**src/rtl/fp32_tree8_input_packer.sv**
```systemverilog
// Packs a serial valid/ready stream of FP32 operands into NUM_LANES-wide groups for the adder tree.
// A fill buffer collects one group while the output register holds the previous one for the consumer.
module fp32_tree8_input_packer #(
  parameter int                    NUM_LANES  = 8,
  parameter int                    FP32_WIDTH = 32,
  parameter logic [FP32_WIDTH-1:0] PAD_VALUE  = 32'h8000_0000
) (
  input  logic                            clk,
  input  logic                            rst_n,
  input  logic                            soft_clr,
  input  logic                            in_valid,
  output logic                            in_ready,
  input  logic [FP32_WIDTH-1:0]           in_data,
  input  logic                            in_last,
  output logic                            out_valid,
  input  logic                            out_ready,
  output logic [NUM_LANES*FP32_WIDTH-1:0] out_data_flat,
  output logic [NUM_LANES-1:0]            out_lane_mask,
  output logic [3:0]                      out_count
);

  typedef enum logic [1:0] {
    ST_EMPTY,
    ST_FILLING,
    ST_FULL
  } state_t;

  state_t                r_state;
  logic [3:0]            r_cnt;
  logic [FP32_WIDTH-1:0] r_fill [NUM_LANES];
  logic [FP32_WIDTH-1:0] r_out  [NUM_LANES];
  logic                  r_out_valid;
  logic [NUM_LANES-1:0]  r_out_mask;
  logic [3:0]            r_out_count;

  logic                  w_accept;
  logic                  w_close;
  logic                  w_out_free;
  logic                  w_consume;
  logic [3:0]            w_cnt_next;
  logic [FP32_WIDTH-1:0] w_fill_next [NUM_LANES];

  function automatic logic [NUM_LANES-1:0] lane_mask(input logic [3:0] cnt);
    logic [NUM_LANES-1:0] m;
    m = '0;
    for (int i = 0; i < NUM_LANES; i++) m[i] = (4'(i) < cnt);
    return m;
  endfunction

  assign in_ready   = (r_state != ST_FULL) && !soft_clr;
  assign w_accept   = in_valid && in_ready;
  assign w_close    = w_accept && ((r_cnt == 4'(NUM_LANES - 1)) || in_last);
  assign w_out_free = !r_out_valid || out_ready;
  assign w_consume  = r_out_valid && out_ready;
  assign w_cnt_next = r_cnt + 4'd1;

  // NOTE: every element gets a value on every pass, so this stays purely combinational.
  always_comb begin
    for (int i = 0; i < NUM_LANES; i++) begin
      w_fill_next[i] = (w_accept && (r_cnt == 4'(i))) ? in_data : r_fill[i];
    end
  end

  // NOTE: non-blocking assignments throughout, so every register samples pre-edge values.
  always_ff @(posedge clk or negedge rst_n) begin
    if (!rst_n) begin
      r_state     <= ST_EMPTY;
      r_cnt       <= '0;
      r_out_valid <= 1'b0;
      r_out_mask  <= '0;
      r_out_count <= '0;
      // NOTE: lane arrays are reset explicitly because idle lanes must read as the pad value.
      for (int i = 0; i < NUM_LANES; i++) begin
        r_fill[i] <= PAD_VALUE;
        r_out[i]  <= PAD_VALUE;
      end
    end else if (soft_clr) begin
      r_state     <= ST_EMPTY;
      r_cnt       <= '0;
      r_out_valid <= 1'b0;
      r_out_mask  <= '0;
      r_out_count <= '0;
      for (int i = 0; i < NUM_LANES; i++) begin
        r_fill[i] <= PAD_VALUE;
        r_out[i]  <= PAD_VALUE;
      end
    end else begin
      if (w_consume) r_out_valid <= 1'b0;
      case (r_state)
        ST_FULL: begin
          // Parked group moves out on the consuming edge, so out_valid never drops.
          if (w_consume) begin
            for (int i = 0; i < NUM_LANES; i++) begin
              r_out[i]  <= r_fill[i];
              r_fill[i] <= PAD_VALUE;
            end
            r_out_valid <= 1'b1;
            r_out_mask  <= lane_mask(r_cnt);
            r_out_count <= r_cnt;
            r_cnt       <= '0;
            r_state     <= ST_EMPTY;
          end
        end
        default: begin
          if (w_close && w_out_free) begin
            for (int i = 0; i < NUM_LANES; i++) begin
              r_out[i]  <= w_fill_next[i];
              r_fill[i] <= PAD_VALUE;
            end
            r_out_valid <= 1'b1;
            r_out_mask  <= lane_mask(w_cnt_next);
            r_out_count <= w_cnt_next;
            r_cnt       <= '0;
            r_state     <= ST_EMPTY;
          end else if (w_accept) begin
            for (int i = 0; i < NUM_LANES; i++) r_fill[i] <= w_fill_next[i];
            r_cnt   <= w_cnt_next;
            r_state <= w_close ? ST_FULL : ST_FILLING;
          end
        end
      endcase
    end
  end

  always_comb begin
    out_data_flat = '0;
    for (int i = 0; i < NUM_LANES; i++) begin
      out_data_flat[i*FP32_WIDTH +: FP32_WIDTH] = r_out[i];
    end
  end

  assign out_valid     = r_out_valid;
  assign out_lane_mask = r_out_mask;
  assign out_count     = r_out_count;

endmodule
```
**config.mk**
```make
export PLATFORM = sky130hd
export DESIGN_NAME = fp32_tree8_input_packer
export DESIGN_NICKNAME = d
export VERILOG_FILES = /design/src/rtl/fp32_tree8_input_packer.sv
export SDC_FILE = /design/constraint.sdc
export NUM_CORES = 1
export LEC_CHECK = 0
export CAP_MARGIN = 10
export CORE_MARGIN = 3
export CORE_UTILIZATION = 40
export DETAILED_ROUTE_END_ITERATION = 8
export DONT_BUFFER_PORTS = 1
export PLACE_DENSITY = 0.57
export SLEW_MARGIN = 5
export SYNTH_ARGS = -nofsm -noshare
export SYNTH_HDL_FRONTEND = slang
export SYNTH_SLANG_ARGS = --single-unit
```
**constraint.sdc**
```tcl
create_clock -name clk -period 2.7 [get_ports clk]
set_clock_uncertainty 0.2 [all_clocks]
set_input_delay 0.54 -clock clk [delete_from_list [all_inputs] [get_ports clk]]
set_output_delay 0.54 -clock clk [all_outputs]
set_load 0.05 [all_outputs]
```
==> reports/results.tsv, run 1 <==
stage	metric	value	unit
timing	crit share post-route	0.955	
die	die width	242	um
setup_path	worst r2r src	r_state[1]	
synthesis	syn nets	1723	
synthesis	number of synthesized flops with an enable pin	0	
synthesis	Cell variety after synth	52	
timing	RSZ-0062 raised after global routing	false	
global_route	initial antenna violation count	6	
timing	Final Max Slew Viols	421	
timing	Worst Tran Pin Value	3.22	ns
placed_design	IO buf count	0	
setup_path	Worst Setup SP	r_state[0]	
drt	total number of vias	14721	
clock_network	H-tree Lvls	2	
clock_network	CTS tree	built	
status	outcome	finished, violations left	
clock_network	Post-CTS Setup Repair Bufs	0	
clock_network	Clk pin slew, worst setup/hold paths	0.06	ns
cells_and_area	layout cell share with drive strength beyond 1	0.129	
global_route	global-route wire length before repair	104000	um
setup_path	cells on worst reg2reg path	6	
cells_and_area	fin nets	1707	
global_route	total global-route track usage	0.230	
cells_and_area	layout filler cell count	4801	
global_route	met3 Usage GRT	0.0742	
timing	fmax	0.388	GHz
synthesis	leading area contributor after synthesis	dfrtp_1	
drt	Routed Antenna Nets	0	
clock_network	# clock sinks	530	
setup_path	crit path DAT	1.84	ns
timing	min cycle time layout	2.58	ns
setup_path	Setup CP Type	reg2out	
setup_path	Worst Path Required	1.96	ns
die	Die ar.	58500	um2
synthesis	Area contributors post-synth	dfrtp_1 (58%), mux2i_1 (11%), a22o_1 (10%), o2bb2ai_1 (7.9%), buf_2 (2.2%)	
timing	Worst slew margin	-1.15	
placed_design	Post-DP HPWL	40900	um
power	worst vdd ir	0.559	mV
synthesis	#FFs+latches synth	530	
power	total power	17.9	mW
drt	DR DRC count	0	
timing	WHS	-0.577	ns
setup_path	critical path fanouts, max	14	
timing	setup TNS	0	ns
placed_design	GP Congestion	0.786	
drt	drt wl/cell	27.8	um
setup_path	reg2reg end	r_fill[89]	
global_route	largest net degree at the start of global routing	531	
clock_network	Bufs on Longest Clock Path	3	
synthesis	asr flop ratio synth	1.00	
clock_network	root buffer cell	clkbuf_16	
drt	final wirelength	68200	um
drt	Via density	6.01	
die	Placement Rows	85	
synthesis	syn_area_per_cell	13.2	um2
setup_path	crit path capture type	output pin	
synthesis	Yosys warning total	0	
status	violated checks	negative hold slack, max-slew violations	
worst_hold_path	HP Class	in2async	
die	Core ar.	54500	um2
die	I/O Pins	308	
setup_path	worst reg-to-reg setup slack	0.13	ns
cells_and_area	area growth from synthesis to layout	15.7	%
global_route	GR met1 Demand/Resource	0.315	
run	Max Cap Violations	0	
synthesis	sequential share of the synthesized area	0.597	
global_route	vias in the first global route	15014	
timing	Setup violations, final	0	
global_route	total congestion overflow	0	
setup_path	CP Capture Point	in_ready	
setup_path	Startpoint Class	flop	
global_route	gr busiest metal	met2	
drt	First-pass DRT Iterations	5	
global_route	GR met2 Demand/Resource	0.356	
die	Die Y	242	um
drt	First DRT Iteration DRCs	1160	
synthesis	Post-Syn Area	22300	um2
synthesis	cell count after synthesis	1680	
clock_network	hold buffers post-CTS	36	
power	Static Leak	12.6	nW
clock_network	CTS Buf Count	57	
die	Starting Density	0.409	
synthesis	top cell type's share of synthesized area	0.578	
synthesis	main flop type after synthesis	dfrtp_1	
power	PD cells	694	nW/um2
clock_network	clk_lat worst skew	0.62	ns
timing	Fin. Hold Viols	285	
-- cells in the mapped netlist, drive strengths merged, types with 2 or more instances --
master / number
a21o: 2
xnor2: 3
o211ai: 2
dfrtp: 514
nor4b: 3
buf: 114
nor3b: 2
a2bb2oi: 7
a21oi: 8
nor4: 3
clkbuf: 69
and2: 5
inv: 13
ha: 5
nand2: 19
mux2i: 255
nand2b: 5
nand3: 9
a22o: 254
a22oi: 8
o21ai: 15
nor3: 6
dfstp: 16
nor2b: 2
o2bb2ai: 201
a211oi: 53
and3: 3
a311oi: 2
nor2: 68
a31oi: 2
a211o: 2
-- logic make-up after synthesis --
logic type	share of synthesized area
AOI/OAI and AO/OA	0.215
DFF	0.597
muxes	0.115
buffers and inverters	0.0399
and+or+nand+nor	0.0297
adders and majority gates	0.00281
xor gates and xnor gates	0.00118
-- power by group --
group	internal (mW)	switching [mW]	total (mW)
clock network	5.06	3.34	8.40
logic	0.326	0.700	1.03
registers	8.05	0.377	8.43
total	13.4	4.42	17.9
-- layout by cell type (no fill, tap or decap), types with 3 or more instances in the layout --
master,count
clkbuf_8,12
dfrtp_1,514
a21oi_1,7
a22o_1,254
ha_1,5
clkbuf_16,57
a2bb2oi_1,7
nor2_4,8
nand3_4,6
o2bb2ai_1,201
clkinv_2,14
nand2_2,3
o21ai_0,6
xnor2_1,3
buf_12,22
diode_2,3
nor3_1,5
nand3_1,3
a211oi_1,53
nor2_1,60
nand2_1,16
nor4_1,3
clkbuf_1,4
dlygate4sd3_1,35
and3_1,3
and2_1,5
nand2b_1,4
a22oi_1,8
mux2i_1,255
buf_4,50
dfstp_2,16
inv_1,13
o21ai_4,7
bufinv_16,9
-- state kept, by name, summed over array words and instances (netlist names) --
register and cells:
r_state 2, out_data_flat 256, r_cnt 4, out_lane_mask 8
out_count 3, out_valid 1, r_fill 256
-- through the flow --
stage	setup slack [ns]	cells	cell area (um2)	utilization
after global routing	0.00937	2449	25700	0.473
final	0.123	2450	25700	0.473
after CTS	0.00112	2447	25700	0.473
after global placement	0.188	2308	23300	0.429
after floorplan	0.0601	1680	22300	-
after detailed placement	0.132	2308	23300	0.429
-- critical path: stages, from the launching register on --
cell     delay [ns]
dfrtp_1        0.40
nor2b_2        0.20
buf_4          0.23
nor2_1         0.07
buf_4          0.14
buf_4          0.18
-- what timing repair did --
action                                  in CTS  in global routing
gates resized for setup                      0                  1
endpoints found under the hold margin     1048                530
endpoints found under the setup margin       0                 18
-- routing by layer --
layer  vias to the layer above  routed length, um
li1                       6396                  -
met1                      7765              29500
met2                       465              31400
met3                        89               5750
met4                         6               1520
met5                         -                 28
-- final cells by class --
| type | instances | area (um2) | share of cell area |
|---|---|---|---|
| inverters | 14 | 52.6 | 0.00204 |
| multi-input cells | 953 | 8260 | 0.321 |
| clock buffers | 73 | 1610 | 0.0624 |
| well taps | 739 | 925 | 0.0359 |
| clock inverters | 30 | 414 | 0.0161 |
| repair buffers | 108 | 1190 | 0.0464 |
| diodes | 3 | 7.51 | 0.000292 |
| flip-flops and latches | 530 | 13300 | 0.516 |
-- worst min-delay path by stage --
stage                       end  slack, ns  cells past startpoint
2_1_floorplan      out_count[0]       0.04                      0
3_3_place_gp   out_lane_mask[7]       0.08                      0
3_5_place_dp   out_lane_mask[7]       0.08                      0
4_1_cts        out_lane_mask[7]      -0.59                      0
5_1_grt        out_lane_mask[2]      -0.60                      0
6_report       out_lane_mask[2]      -0.58                      0
No activity file was read; power rests on OpenSTA's default activity.
==> inputs of run 2 (changes only) <==
--- a/config.mk
+++ b/config.mk
@@ -5,7 +5,9 @@
 export SDC_FILE = /design/constraint.sdc
 export NUM_CORES = 1
 export LEC_CHECK = 0
+export ABC_AREA = 0
 export CAP_MARGIN = 10
+export CORE_ASPECT_RATIO = 0.6
 export CORE_MARGIN = 3
 export CORE_UTILIZATION = 40
 export DETAILED_ROUTE_END_ITERATION = 8
==> run 2 against run 1 <==
The run still ends with negative hold slack, max-slew violations left. Combinational power about the same. Cell count about the same. First-iteration DRC count up 22%. Clock power down 12%. Worst setup slack better by 0.039 ns. Highest routed layer unchanged.
==> reports/results.tsv, run 2 (synthesized netlist as in run 1, its figures left out) <==
stage	metric	value	unit	change
clock_network	CTS Buf Count	51		-11%
power	worst vdd ir	0.437	mV	-22%
setup_path	Startpoint Class	flop		
clock_network	Bufs on Longest Clock Path	3		unchanged
timing	RSZ-0062 raised after global routing	false		
placed_design	IO buf count	0		unchanged
setup_path	Slowest-stage cell, CP	dfrtp_1		
placed_design	Post-DP HPWL	41800	um	+2.2%
die	I/O Pins	308		unchanged
cells_and_area	fin nets	1702		-0.29%
clock_network	# clock sinks	530		unchanged
setup_path	crit path capture type	flop		
cells_and_area	area growth from synthesis to layout	13.7	%	
drt	drt wl/cell	28.6	um	+2.8%
timing	fmax	0.394	GHz	+1.6%
clock_network	CTS tree	built		
timing	min cycle time layout	2.54	ns	-0.0395 ns
cells_and_area	layout cell share with drive strength beyond 1	0.115		-0.0134
power	total power	16.8	mW	-6.0%
cells_and_area	Sequential Area	13300	um2	unchanged
die	die width	311	um	+28%
cells_and_area	layout filler cell count	4817		+0.33%
timing	crit share post-route	0.940		-0.0146
clock_network	hold buffers post-CTS	37		+2.8%
drt	total number of vias	14850		+0.88%
die	Core ar.	54600	um2	+0.24%
setup_path	Worst Path Required	3.00	ns	+1.04 ns
global_route	vias in the first global route	14792		-1.5%
timing	Fin. Hold Viols	514		+80%
cells_and_area	multi-input logic area	8230	um2	-0.39%
die	Die ar.	58600	um2	+0.16%
setup_path	Worst Setup SP	r_cnt[0]		
global_route	global-route wire length before repair	106000	um	+1.6%
global_route	initial antenna violation count	7		+1
power	PD cells	663	nW/um2	-4.4%
cells_and_area	most common cell after layout, fill and taps aside	dfrtp_1		
timing	Worst Tran Pin Value	2.24	ns	-0.980 ns
setup_path	crit path cell chain	and4b_1, o21ai_2, a21oi_4, nor2_4, buf_12, o2bb2ai_1		
setup_path	cells on worst reg2reg path	6		unchanged
die	Placement Rows	66		-22%
setup_path	reg2reg end	out_data_flat[143]		
cells_and_area	Util after Layout	0.464		-0.00906
setup_path	largest stage delay on the critical path	0.46	ns	+0.06 ns
run	Max Cap Violations	0		unchanged
clock_network	Clk pin slew, worst setup/hold paths	0.06	ns	about the same
global_route	total global-route track usage	0.237		+0.00693
power	Static Leak	12.4	nW	-1.7%
setup_path	WP buf/inv	1		-2
drt	Routed Antenna Nets	0		unchanged
timing	Final Max Slew Viols	387		-8.1%
drt	Via density	6.06		+0.84%
placed_design	GP Congestion	0.843		+7.2%
setup_path	crit path DAT	2.84	ns	+1.00 ns
drt	final wirelength	70100	um	+2.8%
cells_and_area	Final Non-Filler Cells	2451		+0.041%
clock_network	root buffer cell	clkbuf_16		
drt	First-pass DRT Iterations	5		unchanged
clock_network	H-tree Lvls	2		unchanged
setup_path	worst r2r src	r_cnt[0]		
timing	Setup violations, final	0		unchanged
timing	Worst slew margin	-0.496		+0.653
timing	WHS	-0.520	ns	+0.0572 ns
placed_design	placed cells	2317		+0.39%
status	outcome	finished, violations left		
timing	setup TNS	0	ns	unchanged
status	violated checks	negative hold slack, max-slew violations		
global_route	largest net degree at the start of global routing	531		unchanged
setup_path	Setup CP Type	reg2reg		
global_route	total congestion overflow	0		unchanged
die	Die Y	189	um	-22%
cells_and_area	highest-count cells in the layout ignoring fill and taps	dfrtp_1 (514), mux2i_1 (255), a22o_1 (254)		
clock_network	clk_lat worst skew	0.60	ns	-0.02 ns
setup_path	critical path fanouts, max	93		+79
worst_hold_path	HP Class	in2async		
drt	DR DRC count	0		unchanged
drt	First DRT Iteration DRCs	1417		+22%
die	Starting Density	0.408		-0.000993
setup_path	delay-heaviest family, CP	simple AND/OR/NAND/NOR gates		
setup_path	worst reg-to-reg setup slack	0.16	ns	+0.03 ns
-- run 2: worst register-to-register path: stages, from the launching register on --
cell       delay [ns]
dfrtp_1          0.46
and4b_1          0.29
o21ai_2          0.21
a21oi_4          0.12
nor2_4           0.45
buf_12           0.43
o2bb2ai_1        0.29
-- run 2: what timing repair did --
item,in CTS,in global routing
setup buffers,0,0
resized for setup,0,0
hold endpoints to repair,1033,514
-- run 2: routing by layer --
metal | part of all wire | GRT usage | up-vias
met5 | 0.00056 | 0 | -
met4 | 0.019 | 0.0482 | 6
met3 | 0.088 | 0.0697 | 93
met2 | 0.42 | 0.330 | 546
met1 | 0.48 | 0.364 | 7836
li1 | - | - | 6369
-- run 2: final cells by class --
type,instances,share of cell area
Antenna cell,4,0.000395
Clock buffer,78,0.0588
Clock inverter,15,0.00776
Inverter,14,0.00208
Multi-Input combinational cell,953,0.325
Sequential cell,530,0.525
Tap cell,748,0.0370
Timing Repair Buffer,109,0.0441
-- run 2: how the worst max path moves through the flow --
stage	depth (start not counted)	slack, ns	to
6_report	6	0.16	out_data_flat[143]
5_1_grt	6	0.04	out_data_flat[143]
4_1_cts	4	0.17	in_ready
3_5_place_dp	6	0.22	out_data_flat[209]
3_3_place_gp	9	0.25	r_fill[249]
2_1_floorplan	6	0.06	r_fill[23]
-- run 2: per-stage QoR --
step           cell area, um2  setup slack, ns  hold slack [ns]
2_1_floorplan           22300           0.0601           0.0444
3_3_place_gp            23200            0.253           0.0877
3_5_place_dp            23200            0.218           0.0867
4_1_cts                 25300            0.173           -0.556
5_1_grt                 25300           0.0412           -0.555
6_report                25300            0.162           -0.520
-- run 2: power by group --
group          switching (mW)  internal, mW
logic                   0.708         0.306
clock network            3.16          4.19
registers               0.370          8.05
